[src/rtl/calc_entry_ctrl_if.sv]
// Keypad, ALU handshake and display bus of the calculator entry sequencer.
// slave = sequencer side, master = keypad/ALU/display environment side.
interface calc_entry_ctrl_if #(
   parameter int unsigned W = 16
);
   logic          key_valid;
   logic [4:0]    key_code;
   logic [W-1:0]  op1;
   logic [W-1:0]  op2;
   logic [2:0]    op;
   logic          alu_req;
   logic          alu_ack;
   logic [W-1:0]  alu_result;
   logic          alu_ovf;
   logic [W-1:0]  display;
   logic          ovf;
   logic          err;
   logic          digit_rej;

   modport master (
      output key_valid, key_code, alu_ack, alu_result, alu_ovf,
      input  op1, op2, op, alu_req, display, ovf, err, digit_rej
   );

   modport slave (
      input  key_valid, key_code, alu_ack, alu_result, alu_ovf,
      output op1, op2, op, alu_req, display, ovf, err, digit_rej
   );
endinterface

[src/rtl/calc_entry_ctrl.sv]
// Keypad-to-ALU sequencer: hex operand entry, operator select, ALU req/ack with timeout.
// Define CALC_CHAIN_EN to let an operator key in SHOW chain on the previous result.
module calc_entry_ctrl #(
   parameter int unsigned W       = 16,
   parameter int unsigned TIMEOUT = 64
) (
   input logic               clk,
   input logic               rst,
   calc_entry_ctrl_if.slave  bus
);
   localparam int unsigned CW = $clog2(TIMEOUT) + 1;

   typedef enum logic [3:0] {
      S_OP1, S_CLR2, S_OP2, S_CLR_OP, S_SEL_OP, S_WAIT_ALU, S_SHOW, S_ERR, S_CLR_ALL
   } state_t;

   state_t        state_q, state_d;
   logic [W-1:0]  op1_q, op1_d, op2_q, op2_d, res_q, res_d;
   logic [2:0]    op_q, op_d;
   logic          ovf_q, ovf_d, rej_q, rej_d;
   logic [CW-1:0] cnt_q, cnt_d;

   logic k_digit, k_op, k_exe, k_back, k_clear, k_del;

   always_comb begin
      k_digit = bus.key_valid & ~bus.key_code[4];
      k_op    = bus.key_valid & (bus.key_code == 5'h10 || bus.key_code == 5'h11 ||
                                 bus.key_code == 5'h12 || bus.key_code == 5'h14 ||
                                 bus.key_code == 5'h15);
      k_exe   = bus.key_valid & (bus.key_code == 5'h13);
      k_back  = bus.key_valid & (bus.key_code == 5'h16);
      k_clear = bus.key_valid & (bus.key_code == 5'h17);
      k_del   = bus.key_valid & (bus.key_code == 5'h18);
   end

   // Shift a digit in (refused when the top nibble is occupied) or drop the last one.
   function automatic logic [W-1:0] edit(input logic [W-1:0] v, input logic dig,
                                         input logic del, input logic [3:0] d);
      logic [W-1:0] r;
      r = v;
      if (dig && v[W-1:W-4] == 4'h0) r = {v[W-5:0], d};
      else if (del)                  r = v >> 4;
      return r;
   endfunction

   always_comb begin
      state_d = state_q;
      op1_d   = op1_q;
      op2_d   = op2_q;
      op_d    = op_q;
      res_d   = res_q;
      ovf_d   = ovf_q;
      rej_d   = 1'b0;
      cnt_d   = cnt_q;
      unique case (state_q)
         S_OP1: begin
            op1_d = edit(op1_q, k_digit, k_del, bus.key_code[3:0]);
            rej_d = k_digit & (op1_q[W-1:W-4] != 4'h0);
            if (k_exe)                 state_d = S_CLR2;
            else if (k_back | k_clear) state_d = S_CLR_ALL;
         end
         S_CLR2: begin
            op2_d   = '0;
            state_d = S_OP2;
         end
         S_OP2: begin
            op2_d = edit(op2_q, k_digit, k_del, bus.key_code[3:0]);
            rej_d = k_digit & (op2_q[W-1:W-4] != 4'h0);
            if (k_exe)        state_d = S_CLR_OP;
            else if (k_back)  state_d = S_CLR2;
            else if (k_clear) state_d = S_CLR_ALL;
         end
         S_CLR_OP: begin
            op_d    = 3'b111;
            state_d = S_SEL_OP;
         end
         S_SEL_OP: begin
            if (k_op) op_d = bus.key_code[2:0];
            if (k_exe && op_q != 3'b111) begin
               state_d = S_WAIT_ALU;
               cnt_d   = '0;
            end else if (k_back) begin
               state_d = S_CLR_OP;
            end else if (k_clear) begin
               state_d = S_CLR_ALL;
            end
         end
         S_WAIT_ALU: begin
            // Priority: CLEAR abort, then ack, then timeout.
            cnt_d = cnt_q + 1'b1;
            if (k_clear) begin
               state_d = S_CLR_ALL;
            end else if (bus.alu_ack) begin
               res_d   = bus.alu_result;
               ovf_d   = bus.alu_ovf;
               state_d = S_SHOW;
            end else if (cnt_q == CW'(TIMEOUT - 1)) begin
               state_d = S_ERR;
            end
         end
         S_SHOW: begin
            if (k_exe | k_clear) state_d = S_CLR_ALL;
`ifdef CALC_CHAIN_EN
            else if (k_op) begin
               op1_d   = res_q;
               op2_d   = '0;
               op_d    = bus.key_code[2:0];
               ovf_d   = 1'b0;
               state_d = S_OP2;
            end
`endif
         end
         S_ERR: begin
            if (k_exe | k_clear) state_d = S_CLR_ALL;
         end
         S_CLR_ALL: begin
            op1_d   = '0;
            op2_d   = '0;
            op_d    = 3'b111;
            ovf_d   = 1'b0;
            state_d = S_OP1;
         end
         default: state_d = S_OP1;
      endcase
   end

   always_ff @(posedge clk) begin
      if (rst) begin
         state_q <= S_OP1;
         op1_q   <= '0;
         op2_q   <= '0;
         op_q    <= 3'b111;
         res_q   <= '0;
         ovf_q   <= 1'b0;
         rej_q   <= 1'b0;
         cnt_q   <= '0;
      end else begin
         state_q <= state_d;
         op1_q   <= op1_d;
         op2_q   <= op2_d;
         op_q    <= op_d;
         res_q   <= res_d;
         ovf_q   <= ovf_d;
         rej_q   <= rej_d;
         cnt_q   <= cnt_d;
      end
   end

   always_comb begin
      unique case (state_q)
         S_OP1, S_CLR_ALL:                           bus.display = op1_q;
         S_CLR2, S_OP2, S_CLR_OP, S_SEL_OP, S_WAIT_ALU: bus.display = op2_q;
         S_SHOW:                                     bus.display = res_q;
         default:                                    bus.display = '0;
      endcase
   end

   assign bus.op1       = op1_q;
   assign bus.op2       = op2_q;
   assign bus.op        = op_q;
   assign bus.alu_req   = (state_q == S_WAIT_ALU);
   assign bus.err       = (state_q == S_ERR);
   assign bus.ovf       = (state_q == S_SHOW) & ovf_q;
   assign bus.digit_rej = rej_q;
endmodule

[src/flat_wrapper.sv]
// flat-port wrapper written by rule: the top's interface ports become plain ports
module calc_entry_ctrl_flat 
#(
   parameter int unsigned W       = 16,
   parameter int unsigned TIMEOUT = 64
)
  (clk, rst, bus_key_valid, bus_key_code, bus_alu_ack, bus_alu_result, bus_alu_ovf, bus_op1, bus_op2, bus_op, bus_alu_req, bus_display, bus_ovf, bus_err, bus_digit_rej);
  calc_entry_ctrl_if #(.W(W)) bus_i ();
  input logic clk;
  input logic rst;
  input wire logic [$bits(bus_i.key_valid)-1:0] bus_key_valid;
  input wire logic [$bits(bus_i.key_code)-1:0] bus_key_code;
  input wire logic [$bits(bus_i.alu_ack)-1:0] bus_alu_ack;
  input wire logic [$bits(bus_i.alu_result)-1:0] bus_alu_result;
  input wire logic [$bits(bus_i.alu_ovf)-1:0] bus_alu_ovf;
  output wire logic [$bits(bus_i.op1)-1:0] bus_op1;
  output wire logic [$bits(bus_i.op2)-1:0] bus_op2;
  output wire logic [$bits(bus_i.op)-1:0] bus_op;
  output wire logic [$bits(bus_i.alu_req)-1:0] bus_alu_req;
  output wire logic [$bits(bus_i.display)-1:0] bus_display;
  output wire logic [$bits(bus_i.ovf)-1:0] bus_ovf;
  output wire logic [$bits(bus_i.err)-1:0] bus_err;
  output wire logic [$bits(bus_i.digit_rej)-1:0] bus_digit_rej;
  assign bus_i.key_valid = bus_key_valid;
  assign bus_i.key_code = bus_key_code;
  assign bus_i.alu_ack = bus_alu_ack;
  assign bus_i.alu_result = bus_alu_result;
  assign bus_i.alu_ovf = bus_alu_ovf;
  assign bus_op1 = bus_i.op1;
  assign bus_op2 = bus_i.op2;
  assign bus_op = bus_i.op;
  assign bus_alu_req = bus_i.alu_req;
  assign bus_display = bus_i.display;
  assign bus_ovf = bus_i.ovf;
  assign bus_err = bus_i.err;
  assign bus_digit_rej = bus_i.digit_rej;
  calc_entry_ctrl #(.W(W), .TIMEOUT(TIMEOUT)) u_core (.clk(clk), .rst(rst), .bus(bus_i));
endmodule
[config.mk]
export PLATFORM = sky130hd
export DESIGN_NAME = calc_entry_ctrl_flat
export DESIGN_NICKNAME = d
export VERILOG_FILES = /design/src/rtl/calc_entry_ctrl_if.sv /design/src/rtl/calc_entry_ctrl.sv /design/src/flat_wrapper.sv
export SDC_FILE = /design/constraint.sdc
export NUM_CORES = 1
export LEC_CHECK = 0
export BUFFER_PORTS_ARGS = -buffer_cell sky130_fd_sc_hd__buf_2
export CELL_PAD_IN_SITES_DETAIL_PLACEMENT = 2
export CELL_PAD_IN_SITES_GLOBAL_PLACEMENT = 2
export CORE_ASPECT_RATIO = 2
export CORE_MARGIN = 2
export CORE_UTILIZATION = 33
export CTS_CLUSTER_SIZE = 14
export DETAILED_ROUTE_END_ITERATION = 8
export PLACE_DENSITY = 0.95
export SLEW_MARGIN = 10
export SYNTH_ARGS = -nofsm -noshare
export SYNTH_HDL_FRONTEND = slang
export SYNTH_SLANG_ARGS = --single-unit
[constraint.sdc]
create_clock -name clk -period 3.6 [get_ports clk]
set_input_delay 0.54 -clock clk [delete_from_list [all_inputs] [get_ports clk]]
set_output_delay 0.54 -clock clk [all_outputs]
set_load 0.01 [all_outputs]
==> results of run 1 <==
[layout make-up]
class	instances	area [um^2]
Fill cell	1145	5617
Multi-Input combinational cell	304	1822
Sequential cell	64	1281
Timing Repair Buffer	83	422.9
Clock buffer	9	225.2
Tap cell	132	165.2
Clock inverter	7	95.09
Inverter	19	71.32
[per-stage QoR]
step | std cells | hold WS, ns | setup slack, ns | utilization (%)
final | 618 | 0.4388 | 0.1906 | 42.09
after floorplan | 416 | 0.4357 | 1.410 | -
after global placement | 602 | 0.4462 | 0.6659 | 38.69
after CTS | 618 | 0.4292 | 0.2112 | 42.02
after detailed placement | 602 | 0.4571 | 0.3961 | 38.69
after global routing | 618 | 0.4496 | 0.06416 | 42.09
[how the worst max path moves through the flow]
| stage | start | endpoint | slack, ns | cells after the start |
|---|---|---|---|---|
| CTS | u_core.state_q[1] | bus_display[15] | 0.21 | 5 |
| detailed placement | u_core.state_q[2] | bus_display[15] | 0.40 | 6 |
| global route | u_core.state_q[2] | bus_display[2] | 0.06 | 6 |
| finish | u_core.state_q[2] | bus_display[2] | 0.19 | 6 |
| global placement | u_core.state_q[2] | bus_display[15] | 0.67 | 6 |
| floorplan | u_core.state_q[0] | bus_display[0] | 1.41 | 6 |
[critical path, stage by stage, from the launching register on]
cell and delay, ns:
dfxtp_1 0.77, nor2b_1 0.38, nand2_1 0.17, nor2_2 0.73, a222oi_1 0.21, inv_1 0.12, buf_2 0.13
[synth_stat cells (all sizes together), types with 4 or more instances]
cell | n | area [um^2]
o21ai | 8 | 43.79
mux2i | 9 | 90.09
a211o | 8 | 70.07
nand3 | 8 | 40.04
clkbuf | 17 | 63.81
dfxtp | 64 | 1281
nand2 | 82 | 307.8
a21oi | 60 | 304.0
and3 | 4 | 25.02
inv | 19 | 71.32
or3 | 17 | 106.4
nor2b | 5 | 31.28
a31oi | 4 | 25.02
nor3 | 6 | 41.29
nand4b | 5 | 43.79
a22o | 4 | 35.03
o22ai | 4 | 31.28
nor2 | 24 | 113.9
buf | 12 | 78.82
a222oi | 16 | 160.2
[flip-flops by register name (all words and copies together) (netlist names)]
name                  count
u_core.bus.op2           16
u_core.bus.digit_rej      1
u_core.cnt_q              7
u_core.state_q            4
u_core.ovf_q              1
u_core.bus.op1           16
u_core.bus.op             3
u_core.res_q             16
[power by group through the flow]
| stage | Combinational, W | Sequential [W] | Clock [W] |
|---|---|---|---|
| 2_1_floorplan | 0.0000497 | 0.000727 | 0 |
| 3_3_place_gp | 0.0000759 | 0.000728 | 0 |
| 3_5_place_dp | 0.0000786 | 0.000728 | 0 |
| 4_1_cts | 0.0000829 | 0.000713 | 0.000985 |
| 5_1_grt | 0.0000897 | 0.000713 | 0.00101 |
| 6_report | 0.0000848 | 0.000713 | 0.000975 |
[routing by layer]
metal	wire length [um]	share of wire (%)
met1	5666	36
met2	8494	54
met3	592	3.7
met4	1064	6.7
met5	0	0
[kinds of logic after synthesis]
kind of cell	Yosys count	synth area share [%]
compound gates	122	24.82
fa+ha+maj	1	0.3794
simple gates	170	26.19
xor+xnor	2	0.5314
buf+inv	48	6.489
flops	64	38.86
mux	9	2.733
==> results.json, run 1 <==
{
  "cts_buffers": 9,
  "core.rowCount": 51,
  "rsz0062_at_grt": "no",
  "insertion_delay_ns": 0.35,
  "finClkSkew_ns": 0.007211,
  "maxSlewHeadroom_pct": 27.63,
  "antenna_left": 0,
  "holdPathEnd": "u_core.res_q[8]",
  "grt-busiest-layer": "met2",
  "die-area_mm2": 0.01085,
  "r2r_end": "u_core.res_q[4]",
  "gp_congestion": 0.8078,
  "synth_nets": 443,
  "min_from": "bus_alu_result[8]",
  "grt_usage_pct": 30.02,
  "coreArea_mm2": 0.009699,
  "synthArstFlopShare_pct": 0,
  "intPower_w": 0.001344,
  "die_x_um": 74.68,
  "drt_iter0_markers": 292,
  "powerDensity_mw_per_mm2": 434.1,
  "arrival_ns": 2.87,
  "postPlaceCellArea_mm2": 0.003752,
  "grt_pass1_wl_um": 24080,
  "post-dp-hpwl_um": 10430,
  "tightest_slew_ns": 1.085,
  "fin_crit_sh_pct": 94.70,
  "path_class": "flop to output port",
  "setup_viol": 0,
  "synth_cell_types": 51,
  "drt-total-wl_um": 15820,
  "drc": 0,
  "htree_levels": 3,
  "antenna_found_initial": 0,
  "die_y_um": 145.4,
  "seqPwrFrac_pct": 40.2,
  "rr_worst_depth": 6,
  "p_leak_nw": 1.676,
  "switchingPower_w": 0.0004282,
  "avgSynthCellArea_um2": 7.925,
  "cts_root_buf": "clkbuf_16",
  "use_met1_pct": 31.81,
  "p_comb_share_pct": 4.8,
  "path_clk_slew_ns": 0.06,
  "nNetsFinal": 508,
  "critPathMaxFanout": 16,
  "grt_max_degree": 36,
  "post-cts-setup-buffer-count": 0,
  "final_max_slew_viol_count": 0,
  "cp-end-kind": "output port",
  "ys_seq_elements": 64,
  "clockBufferDepth": 2,
  "first_pass_iters": 5,
  "gr-total-overflow": 0,
  "yosys_warnings": 0,
  "cts_sinks": 64,
  "grt_pass1_vias": 4092,
  "hold_viol": 0,
  "min_path_cells": 3,
  "maxCapViolations": 0,
  "final_cell_mix": "nand2_1, buf_2, dfxtp_1",
  "layout_min_cycle_time_ns": 3.409,
  "layout_commonest_cell": "nand2_1",
  "met3_usage_pct": 5.609,
  "required_ns": 3.06,
  "total_power_w": 0.001772,
  "antennaDiodeCount": 0,
  "ir_worst_vdd_mv": 0.3465,
  "cts_hold_buf": 0,
  "status": "completed",
  "r2r_slack_ns": 0.67,
  "port-buffer-count": 80,
  "initial_core_util_pct": 33.99,
  "post_drt_wl_per_cell_um": 25.59,
  "area_growth_syn_to_layout_pct": 23.83,
  "via_per_inst": 6.031,
  "synthFlopType": "dfxtp_1",
  "io_pins": 81,
  "design_area_mm2": 0.004083,
  "synth_edf_count": 0,
  "min_path_type": "primary input to flop",
  "reg2reg_from": "u_core.state_q[2]",
  "syn_inst": 416,
  "post_cts_resized": 1,
  "synth_area_mm2": 0.003297,
  "clockPowerShare_pct": 55.0,
  "vias": 3727,
  "fmax_mhz": 293.3,
  "finalSetupTns_ns": 0,
  "drive_gt1_share_pct": 23.25,
  "p_sw_share_pct": 24.16,
  "start_kind": "flop",
  "synth_seq_area_share_pct": 38.86,
  "grt_use_met2_pct": 51.37,
  "cts_tree": "yes"
}
(Power assumes the default switching activity.)
==> run 2, diff against run 1 <==
--- a/config.mk
+++ b/config.mk
@@ -6,11 +6,11 @@
 export NUM_CORES = 1
 export LEC_CHECK = 0
 export BUFFER_PORTS_ARGS = -buffer_cell sky130_fd_sc_hd__buf_2
-export CELL_PAD_IN_SITES_DETAIL_PLACEMENT = 2
-export CELL_PAD_IN_SITES_GLOBAL_PLACEMENT = 2
+export CELL_PAD_IN_SITES_DETAIL_PLACEMENT = 0
+export CELL_PAD_IN_SITES_GLOBAL_PLACEMENT = 1
 export CORE_ASPECT_RATIO = 2
 export CORE_MARGIN = 2
-export CORE_UTILIZATION = 33
+export CORE_UTILIZATION = 42
 export CTS_CLUSTER_SIZE = 14
 export DETAILED_ROUTE_END_ITERATION = 8
 export PLACE_DENSITY = 0.95
==> run 2 against run 1 <==
Effect of this change: clock-buffer cell count did not move; final cell count fell by 6.3%; via count fell by 8.4%; flip-flop and latch count did not move; total power fell by 7.4%; first-iteration DRC count rose by 15%; clock power fell by 13%; register-to-register slack improved by 0.37 ns; core utilization rose by 10 points; combinational power fell by 11%; largest cell class unchanged; highest routed layer unchanged.
==> results.json, run 2 (synthesis gave the netlist of run 1 again) <==
{
  "post-cts-setup-buffer-count": 0,
  "p_sw_share_pct": 22.54,
  "hold_viol": 0,
  "layout_commonest_cell": "nand2_1",
  "setup_slack_ns": 0.2944,
  "initial_core_util_pct": 43.37,
  "antennaDiodeCount": 0,
  "insertion_delay_ns": 0.33,
  "finalSetupTns_ns": 0,
  "drt_iter0_markers": 336,
  "gp_congestion": 0.8788,
  "intPower_w": 0.001271,
  "place_ws_ns": 0.6028,
  "cts_hold_buf": 0,
  "post-dp-hpwl_um": 7809,
  "nNetsFinal": 507,
  "finClkSkew_ns": 0.003796,
  "endpoint": "bus_display[15]",
  "grt_usage_pct": 25.62,
  "fin_crit_sh_pct": 91.82,
  "switchingPower_w": 0.0003699,
  "p_comb_share_pct": 4.6,
  "setup_viol": 0,
  "grt_max_degree": 36,
  "tightest_slew_ns": 1.209,
  "die_x_um": 66.65,
  "antenna_found_initial": 0,
  "coreArea_mm2": 0.007601,
  "layout_min_cycle_time_ns": 3.306,
  "seqPwrFrac_pct": 43.4,
  "p_leak_nw": 1.653,
  "critPathMaxFanout": 16,
  "die-area_mm2": 0.008618,
  "maxCapViolations": 0,
  "drt-total-wl_um": 10650,
  "cp-end-kind": "output port",
  "cts_root_buf": "clkbuf_16",
  "post_cts_resized": 0,
  "cts_tree": "yes",
  "r2r_slack_ns": 1.04,
  "io_pins": 81,
  "path_class": "flop to output port",
  "port-buffer-count": 80,
  "grt_pass1_vias": 3247,
  "die_y_um": 129.3,
  "crit_start": "u_core.state_q[2]",
  "area_growth_syn_to_layout_pct": 21.14,
  "drc": 0,
  "final_max_slew_viol_count": 0,
  "status": "completed",
  "cts_buffers": 9,
  "fmax_mhz": 302.5,
  "post_drt_wl_per_cell_um": 18.40,
  "maxSlewHeadroom_pct": 19.08,
  "core.rowCount": 45,
  "reg2reg_from": "u_core.state_q[2]",
  "min_path_type": "primary input to flop",
  "clockBufferDepth": 2,
  "via_per_inst": 5.895,
  "first_pass_iters": 8,
  "final_cell_mix": "nand2_1, buf_2, dfxtp_1",
  "powerDensity_mw_per_mm2": 411.0,
  "start_kind": "flop",
  "ir_worst_vdd_mv": 0.2244,
  "path_clk_slew_ns": 0.06,
  "gr-total-overflow": 0,
  "htree_levels": 3,
  "rsz0062_at_grt": "no",
  "clockPowerShare_pct": 52.0,
  "cts_sinks": 64,
  "antenna_left": 0,
  "required_ns": 3.06,
  "vias": 3413,
  "r2r_end": "u_core.ovf_q",
  "rr_worst_depth": 6,
  "arrival_ns": 2.77,
  "drive_gt1_share_pct": 22.89,
  "grt_pass1_wl_um": 16440
}
-- run 2: changes by cell type in the layout (fill, tap and decap cells not counted), sizes merged --
cell / before / now
clkinvlp: 1 / 3
clkinv: 3 / 2
bufinv: 2 / 1
buf: 83 / 82
-- run 2: final cells by class --
cell class	count	area [um^2]
Fill cell	762	3607
Multi-Input combinational cell	304	1812
Sequential cell	64	1281
Timing Repair Buffer	82	415.4
Clock buffer	9	225.2
Tap cell	94	117.6
Clock inverter	7	71.32
Inverter	19	71.32
-- run 2: routing by layer --
layer / vias up / wire length (um) / global-route usage (%)
met5: - / 0 / 0
met4: 0 / 622 / 18.97
met3: 28 / 586 / 4.080
met2: 150 / 5602 / 44.00
met1: 1595 / 3841 / 27.37
li1: 1640 / - / -
-- run 2: power groups by stage --
stage	clock [W]	combinational [W]	sequential, W
6_report	0.000853	0.0000752	0.000713
3_3_place_gp	0	0.0000736	0.000728
5_1_grt	0.000893	0.0000818	0.000713
4_1_cts	0.000865	0.0000751	0.000713
3_5_place_dp	0	0.0000746	0.000728
2_1_floorplan	0	0.0000497	0.000727
-- run 2: critical path: stages (launching register included) --
cell,delay (ns)
dfxtp_1,0.67
nor2b_1,0.28
nand2_1,0.10
nor2_1,0.94
a222oi_1,0.20
inv_1,0.11
buf_2,0.13
-- run 2: worst min path at each step --
stage | endpoint | startpoint | slack [ns] | cells past startpoint
floorplan | u_core.res_q[0] | u_core.res_q[0] | 0.44 | 2
global placement | u_core.res_q[11] | u_core.res_q[11] | 0.44 | 2
detailed placement | u_core.res_q[11] | u_core.res_q[11] | 0.45 | 2
CTS | u_core.res_q[8] | bus_alu_result[8] | 0.44 | 3
global route | u_core.res_q[14] | bus_alu_result[14] | 0.46 | 3
finish | u_core.res_q[8] | bus_alu_result[8] | 0.45 | 3
-- run 2: metrics by stage --
stage | util [%] | power [W] | hold WS [ns] | cells | area (um^2)
final | 52.54 | 0.001641 | 0.4489 | 579 | 3994
after global routing | 52.54 | 0.001688 | 0.4590 | 579 | 3994
after CTS | 52.54 | 0.001653 | 0.4437 | 579 | 3994
after detailed placement | 48.64 | 0.0008027 | 0.4459 | 563 | 3697
after global placement | 48.64 | 0.0008017 | 0.4436 | 563 | 3697
after floorplan | - | 0.0007767 | 0.4357 | 416 | 3297
